<file path="config.mk">
export PLATFORM = sky130hd
export DESIGN_NAME = i2c_poll_sequencer
export DESIGN_NICKNAME = d
export VERILOG_FILES = /design/src/rtl/i2c_poll_sequencer.sv
export SDC_FILE = /design/constraint.sdc
export NUM_CORES = 1
export LEC_CHECK = 0
export BUFFER_PORTS_ARGS = -buffer_cell sky130_fd_sc_hd__buf_2
export CAP_MARGIN = 25
export CORE_ASPECT_RATIO = 1.4
export CORE_MARGIN = 2
export CORE_UTILIZATION = 35
export CTS_BUF_LIST = sky130_fd_sc_hd__clkbuf_4 sky130_fd_sc_hd__clkbuf_8
export CTS_CLUSTER_SIZE = 8
export DETAILED_ROUTE_END_ITERATION = 10
export SYNTH_ARGS = -nofsm -noshare
export SYNTH_HDL_FRONTEND = slang
export SYNTH_SLANG_ARGS = --single-unit
</file>
<file path="constraint.sdc">
create_clock -name clk -period 10.4 [get_ports clk]
set_input_delay 2.08 -clock clk [delete_from_list [all_inputs] [get_ports clk]]
set_output_delay 2.08 -clock clk [all_outputs]
set_load 0.05 [all_outputs]
</file>
<file path="src/rtl/i2c_poll_sequencer.sv">
// i2c_poll_sequencer: autonomous read-polling front end for the i2c_master core.
// Sweeps NUM_REGS register addresses per period and banks the words with per-slot valid bits.

module i2c_poll_slot #(
    parameter int DATA_WIDTH = 16
) (
    input  logic                  clk,
    input  logic                  reset,
    input  logic                  capture,
    input  logic                  invalidate,
    input  logic [DATA_WIDTH-1:0] din,
    output logic [DATA_WIDTH-1:0] dout,
    output logic                  valid
);
    // A timed-out read keeps the previous word but marks it stale.
    always_ff @(posedge clk or posedge reset) begin
        if (reset) begin
            dout  <= '0;
            valid <= 1'b0;
        end else if (capture) begin
            dout  <= din;
            valid <= 1'b1;
        end else if (invalidate) begin
            valid <= 1'b0;
        end
    end
endmodule

module i2c_poll_sequencer #(
    parameter int NUM_REGS       = 4,
    parameter int DATA_WIDTH     = 16,
    parameter int REG_ADDR_WIDTH = 16,
    parameter int DEV_ADDR_WIDTH = 15,
    parameter int BASE_ADDR      = 0,
    parameter int ADDR_STRIDE    = 1,
    parameter int PERIOD_CYCLES  = 50000,
    parameter int TIMEOUT_CYCLES = 100000
) (
    input  logic                           clk,
    input  logic                           reset,
    input  logic                           run,
    input  logic                           clear_err,
    input  logic [DEV_ADDR_WIDTH-1:0]      device_addr,
    output logic                           m_enable,
    output logic                           m_read_write,
    output logic [REG_ADDR_WIDTH-1:0]      m_register_address,
    output logic [DEV_ADDR_WIDTH-1:0]      m_device_address,
    input  logic                           m_busy,
    input  logic [DATA_WIDTH-1:0]          m_miso_data,
    output logic [NUM_REGS*DATA_WIDTH-1:0] data_out,
    output logic [NUM_REGS-1:0]            valid_mask,
    output logic                           sample_strobe,
    output logic                           sweep_done,
    output logic                           timeout_err
);
    localparam int IDX_W  = (NUM_REGS > 1) ? $clog2(NUM_REGS) : 1;
    localparam int TCNT_W = $clog2(TIMEOUT_CYCLES);
    // PERIOD_CYCLES of 0 or 1 both mean a single cycle spent in PERIOD.
    localparam int PLAST  = (PERIOD_CYCLES > 1) ? PERIOD_CYCLES - 1 : 0;
    localparam int PCNT_W = (PLAST > 0) ? $clog2(PLAST + 1) : 1;

    localparam logic [IDX_W-1:0]  IDX_LAST  = IDX_W'(NUM_REGS - 1);
    localparam logic [TCNT_W-1:0] TCNT_LAST = TCNT_W'(TIMEOUT_CYCLES - 1);
    localparam logic [PCNT_W-1:0] PCNT_LAST = PCNT_W'(PLAST);

    typedef enum logic [2:0] {IDLE, ISSUE, WAIT, NEXT, PERIOD} state_t;

    state_t                              state;
    logic [IDX_W-1:0]                    idx;
    logic [TCNT_W-1:0]                   tcnt;
    logic [PCNT_W-1:0]                   pcnt;
    logic                                timeout_hit;
    logic                                capture_hit;
    logic [NUM_REGS-1:0][DATA_WIDTH-1:0] slot_data;

    function automatic logic [REG_ADDR_WIDTH-1:0] slot_addr(input logic [IDX_W-1:0] i);
        return REG_ADDR_WIDTH'(64'(BASE_ADDR) + 64'(i) * 64'(ADDR_STRIDE));
    endfunction

    // Timeout outranks a busy event landing on the same edge.
    assign timeout_hit  = (state == ISSUE || state == WAIT) && (tcnt == TCNT_LAST);
    assign capture_hit  = (state == WAIT) && !m_busy && !timeout_hit;
    assign m_read_write = 1'b1;
    assign data_out     = slot_data;

    for (genvar k = 0; k < NUM_REGS; k++) begin : g_slot
        i2c_poll_slot #(.DATA_WIDTH(DATA_WIDTH)) u_slot (
            .clk       (clk),
            .reset     (reset),
            .capture   (capture_hit && (idx == IDX_W'(k))),
            .invalidate(timeout_hit && (idx == IDX_W'(k))),
            .din       (m_miso_data),
            .dout      (slot_data[k]),
            .valid     (valid_mask[k])
        );
    end

    always_ff @(posedge clk or posedge reset) begin
        if (reset) begin
            state              <= IDLE;
            idx                <= '0;
            tcnt               <= '0;
            pcnt               <= '0;
            m_enable           <= 1'b0;
            m_register_address <= '0;
            m_device_address   <= '0;
            sample_strobe      <= 1'b0;
            sweep_done         <= 1'b0;
            timeout_err        <= 1'b0;
        end else begin
            sample_strobe <= 1'b0;
            sweep_done    <= 1'b0;
            if (clear_err) timeout_err <= 1'b0;
            case (state)
                IDLE: if (run) begin
                    m_device_address   <= device_addr;
                    idx                <= '0;
                    m_register_address <= slot_addr('0);
                    m_enable           <= 1'b1;
                    tcnt               <= '0;
                    state              <= ISSUE;
                end
                ISSUE, WAIT: begin
                    tcnt <= tcnt + 1'b1;
                    if (timeout_hit) begin
                        m_enable    <= 1'b0;
                        timeout_err <= 1'b1;
                        state       <= NEXT;
                    end else if (state == ISSUE) begin
                        if (m_busy) begin
                            m_enable <= 1'b0;
                            state    <= WAIT;
                        end
                    end else if (!m_busy) begin
                        sample_strobe <= 1'b1;
                        state         <= NEXT;
                    end
                end
                NEXT: if (idx == IDX_LAST) begin
                    sweep_done <= 1'b1;
                    idx        <= '0;
                    pcnt       <= '0;
                    state      <= PERIOD;
                end else if (run) begin
                    idx                <= idx + 1'b1;
                    m_register_address <= slot_addr(idx + 1'b1);
                    m_enable           <= 1'b1;
                    tcnt               <= '0;
                    state              <= ISSUE;
                end else begin
                    state <= IDLE;
                end
                PERIOD: if (pcnt == PCNT_LAST) begin
                    if (run) begin
                        m_device_address   <= device_addr;
                        m_register_address <= slot_addr('0);
                        m_enable           <= 1'b1;
                        tcnt               <= '0;
                        state              <= ISSUE;
                    end else begin
                        state <= IDLE;
                    end
                end else begin
                    pcnt <= pcnt + 1'b1;
                end
                default: state <= IDLE;
            endcase
        end
    end
endmodule

</file>
Word-level counts from Yosys, hierarchy flattened
Index checks and enable logic that the tools add are counted.
- bits in registers: 141
- input bits: 36
- output and inout bits: 104
- word-level logic and storage cells: 126
- $add $sub $neg: 3
- equality and inequality tests: 20
- mux-type cells: 52
- reduce and logical (&&, ||, !) cells: 33
- operator list (operator ; number):
    $mux 16 ; 6
    $pmux 17 s4 ; 1
    $mux 17 ; 3
    $pmux 16 s3 ; 1
    $pmux 16 s2 ; 1
    $mux 15 ; 2
    $pmux 15 s2 ; 1
    $mux 1 ; 24
    $mux 3 ; 7
    $add 17x1->17 const B ; 1
    $eq 17x17->1 const B ; 1
    $add 16x1->16 const B ; 1
    $eq 16x16->1 const B ; 1
    $reduce_bool 2->1 ; 7
    $ne 2x2->1 const B ; 6
    $pmux 3 s4 ; 1
    $logic_and 1x1->1 ; 11
    $ne 3x3->1 const B ; 3
    $reduce_and 3->1 ; 3
    $ne 4x4->1 const B ; 2
    $reduce_and 4->1 ; 2
    $eq 3x2->1 const B ; 2
    $mux 2 ; 3
    $reduce_and 5->1 ; 1
    15 further kinds ; 17

Depth between registers and ports, before layout
- depth after elaboration: 7
- gate-level depth with buffers: 8
- depth with buffers taken out: 7

Hierarchy
Synthesis repeated with hierarchy kept, for this count alone.
- cell total of the unflattened synthesis: 475
- area, all modules: 6010.8 um^2
- by module, submodules not included (module ; instances ; cells each ; area each (um^2) ; seq. area each (um^2)):
    i2c_poll_sequencer ; 1 ; 323 ; 3263.1 ; 1476.4
    i2c_poll_slot ; 4 ; 38 ; 686.9 ; 425.4

Worst setup path after synthesis
Ideal clock, no wire load.
- path kind: input-to-reg
- from: input run
- to: register tcnt[8]
- setup time: 0.078 ns
- data arrival time: 3.459 ns
- required time: 10.322 ns
- setup slack: 6.863 ns
- cell stages on the path: 7
- buffers on the path: 2
- cell sequence: clkbuf_1 nor3_1 a21oi_1 o211ai_1 buf_2 or4_1 a21oi_1
- word-level cells in the longest chain between the ends: 3
- elaborated cells between the ends (all ways): 4
- those cells by class: mux (4)
- ends and longest elaborated chain (element ; RTL line ; source):
    start: declaration ; 41 ; input logic run,
    $mux 17 * ; -- ;
    $mux 17 (on tied branches) ; -- ;
    $pmux 17 s4 * ; -- ;
    end signal: assignment ; 124 ; tcnt <= tcnt + 1'b1;
    end: declaration ; 70 ; logic [TCNT_W-1:0] tcnt;
Every way passes the cells marked *; elsewhere a longest branch is shown, timed or not. The select of a mux whose other input is x is not followed.
A chain may end at the register's enable or synchronous reset.

Final worst setup path
- from: input m_busy
- to: register g_slot[2].u_slot.dout[6]
- word-level cells in the longest chain between the ends: 4
- ends and longest elaborated chain (element ; RTL line ; source):
    start: declaration ; 48 ; input logic m_busy,
    $logic_not 1->1 ; -- ;
    $logic_and 1x1->1 (2 in series) ; 82 ; assign capture_hit = (state == WAIT) && !m_busy && !timeout_hit;
    $logic_and 1x1->1 ; 90 ; .capture (capture_hit && (idx == IDX_W'(k))),
    end signal: assignment ; 21 ; dout <= din;
    end: declaration ; 12 ; output logic [DATA_WIDTH-1:0] dout,
No other way between the ends.

==> flow_metrics.tcl <==
set metrics [dict create \
    stdcell_area_sq_um 6835 \
    numCtsBuffers 17 \
    total_overflow_reported_by_the_global_router 0 \
    routabilityCongestion 0.7526 \
    cap_violations 0 \
    final_min_period_over_clock_period_pct 32.42 \
    area.growth.synth_to_final_pct 20.04 \
    synth_commonest_cells "sky130_fd_sc_hd__dfrtp_1, sky130_fd_sc_hd__mux2_2, sky130_fd_sc_hd__nand2_1" \
    largest_cells_by_area_after_synthesis "sky130_fd_sc_hd__dfrtp_1, sky130_fd_sc_hd__mux2_2, sky130_fd_sc_hd__buf_4" \
    numPlacedInstances 775 \
    min_delay_worst_endpoint "g_slot[1].u_slot.dout[5]" \
    place_area_sq_um 6405 \
    timing.critical_path.fanout_max 16 \
    netlist.area_leader.share_pct 55.81 \
    overall_power_mw 2.085 \
    reg2regPathDepth 5 \
    grt_first_pass_wirelength_mm 20.89 \
    drt_iter0_markers 273 \
    async_reset_ff_share_pct 100.0 \
    nets 638 \
    syn-mean-instance-area_sq_um 12.04 \
    crit_chain "buf_2 > a211oi_4 > nand2_1 > mux2_2" \
    crit_path_arrival_time_ns 3.68 \
    rsz0062_at_grt "no" \
    synth_edf_count 0 \
    antenna-diode-count 0 \
    synth.cell_area_sq_um 5694 \
    maxSlewHeadroom_pct 42.56 \
    placeableCoreArea_sq_um 16030 \
    hold_start "g_slot[1].u_slot.dout[5]" \
    clock_latency_ns 0.42 \
    totalWireLength_mm 12.64 \
    r2r-end "g_slot[2].u_slot.dout[6]" \
    synth_top_area_cell "sky130_fd_sc_hd__dfrtp_1" \
    chipHeight_microns 154.9 \
    path_clk_slew_ns 0.07 \
    hold_path_depth 1 \
    cts-root-to-sink-buffers 2 \
    routedWlPerCell_microns 15.66 \
    detail_route.vias_per_cell 5.017 \
    ctsRootBufferMaster "sky130_fd_sc_hd__clkbuf_8" \
    cpPeakStageDelay_ns 0.61 \
    final_cells 807 \
    ioPinCount 140 \
    row_count 55 \
    grt.total_usage_pct 14.91 \
    netlist_instances 473 \
    die-width_microns 111.8 \
    start_kind "primary input" \
    worstReg2RegStart "tcnt[11]" \
    setup_tns_ns 0 \
    ant_nets 0 \
    netlist-cell-type-count 50 \
    drt_pass1_iterations 4 \
    yosys_most_used_dff "sky130_fd_sc_hd__dfrtp_1" \
    num_vias 4049 \
    final_worst_clock_skew_ns 0.01232 \
    numPortBuffers 124 \
    finalMaxSlewViolations 0 \
    crit_slowest_cell "sky130_fd_sc_hd__nand2_1" \
    fmax_mhz 296.6 \
    cellPowerDensity_nw_per_um2 305.1 \
    floorplan.initialDensity_pct 35.51 \
    die_area_sq_um 17320 \
    drc 0 \
    hold_path.class "reg2reg" \
    post-cts-setup-buffers 0 \
    grt_start_max_net_pins 75 \
    post_synthesis_sequential_area_ratio_pct 55.81 \
    run_status "complete, no violations" \
    required_time_at_the_worst_slack_endpoint_ns 10.70 \
    postSynthRegisterBits 127 \
    drive_above_1_share_pct 40.95 \
    yosysMostFrequentCell "sky130_fd_sc_hd__dfrtp_1" \
    synthesis.yosys.warnings 0 \
    p_leak_nw 3.334 \
    number_of_global_route_vias_before_repair 4246 \
    final-setup-viol-count 0 \
    tritoncts_clock_tree "done" \
    dpl.hpwl_mm 9.202 \
    rrSetupSlack_ns 7.73 \
    finalHoldViolations 0 \
    worst-slew-pin-transition_ns 0.8595 \
    number_of_antenna_violations_at_the_first_check_in_global_routing 0 \
    worstSetupPathType "in2reg" \
    post_cts.resized_instances 0 \
    period_minus_slack_ns 3.372 \
    fillers 1520 \
    peakVddDrop_mv 0.1865 \
    cp-end-kind "register" \
    clock_sinks 127 \
    crit_start "m_busy" \
    cts.hold.buffers_added 0 \
    cts_max_level 4 \
]
## worst max-delay path by stage
stage / cells after the start / end / slack, ns
after floorplan: 1 / g_slot[0].u_slot.dout[0] / 4.94
after global placement: 4 / g_slot[2].u_slot.dout[5] / 6.59
after detailed placement: 4 / g_slot[2].u_slot.dout[6] / 6.55
after CTS: 4 / g_slot[2].u_slot.dout[2] / 7.01
after global routing: 4 / g_slot[2].u_slot.dout[8] / 6.97
final: 4 / g_slot[2].u_slot.dout[6] / 7.03
## area by class of cell
class                      instances  area [sq um]  share of cell area (%)
clock buffer                      20         262.8                   3.844
clock inverter                    11         140.1                   2.050
inverter                          14         55.05                  0.8054
multi-input combinational        308          2280                   33.35
sequential                       127          3178                   46.49
tap                              199         249.0                   3.643
timing repair buffer             128         670.6                   9.811
## worst max-delay path: cells and delay by family
family	cells	cell delay, ns
buffers and inverters	1	0.13
AOI/OAI and AO/OA	1	0.35
and+or+nand+nor	1	0.61
muxes	1	0.49
## where the power goes
group	switching, mW	total [mW]	leakage (nW)	internal [mW]
Clock	0.186	0.433	0.209	0.246
Combinational	0.676	0.923	1.47	0.247
Sequential	0.0881	0.729	1.66	0.641
## logic make-up after synthesis
group                      after synthesis  share of synthesized area [%]
other                                    2                         0.1319
xor gates and xnor gates                13                          2.000
and+or+nand+nor                        133                          12.92
buffers and inverters                   51                          5.010
adders and majority gates                6                          1.318
AOI/OAI and AO/OA                       59                          6.614
muxes                                   82                          16.19
DFF                                    127                          55.81
## layout by cell type, fill, tap and decap left out, types with 3 or more instances in the layout
master / n
sky130_fd_sc_hd__nor2_1: 22
sky130_fd_sc_hd__buf_2: 124
sky130_fd_sc_hd__nand4_1: 12
sky130_fd_sc_hd__conb_1: 15
sky130_fd_sc_hd__buf_4: 3
sky130_fd_sc_hd__nor3_1: 8
sky130_fd_sc_hd__or3_1: 7
sky130_fd_sc_hd__bufinv_16: 3
sky130_fd_sc_hd__clkbuf_8: 18
sky130_fd_sc_hd__o21ai_0: 11
sky130_fd_sc_hd__xor2_1: 10
sky130_fd_sc_hd__or4_1: 11
sky130_fd_sc_hd__and3_1: 4
sky130_fd_sc_hd__a21oi_1: 24
sky130_fd_sc_hd__inv_1: 12
sky130_fd_sc_hd__nand2_1: 29
sky130_fd_sc_hd__mux2_2: 81
sky130_fd_sc_hd__o31ai_1: 11
sky130_fd_sc_hd__clkinv_2: 5
sky130_fd_sc_hd__nand2b_1: 3
sky130_fd_sc_hd__dfrtp_1: 127
sky130_fd_sc_hd__ha_1: 6
sky130_fd_sc_hd__xnor2_1: 3
sky130_fd_sc_hd__a22o_1: 5
sky130_fd_sc_hd__and4_1: 3
sky130_fd_sc_hd__nand3_1: 14
## per-stage QoR
stage | setup WS, ns | hold WS, ns | util, %
4_1_cts | 7.008 | 0.5040 | 42.46
3_5_place_dp | 6.547 | 0.4867 | 39.95
6_report | 7.028 | 0.5009 | 42.63
2_1_floorplan | 4.936 | 0.4672 | -
5_1_grt | 6.969 | 0.5132 | 42.63
3_3_place_gp | 6.591 | 0.4827 | 39.95
## flip-flops by register name (all words and copies together), names as in the netlist, 2 cells and up
register / cells
m_register_address: 2
state: 3
pcnt: 16
idx: 2
g_slot.u_slot.dout: 64
tcnt: 17
g_slot.u_slot.valid: 4
m_device_address: 15
## metal layers
layer / share of wire (%) / wire, microns / up-vias / GRT usage, %
met2: 52 / 6589 / 118 / 26.15
met3: 5.0 / 632 / 19 / 3.896
met5: 0 / 0 / - / 0
met1: 41 / 5153 / 2010 / 17.19
li1: - / - / 1902 / -
met4: 2.1 / 260 / 0 / 6.349
(Power assumes the default switching activity.)
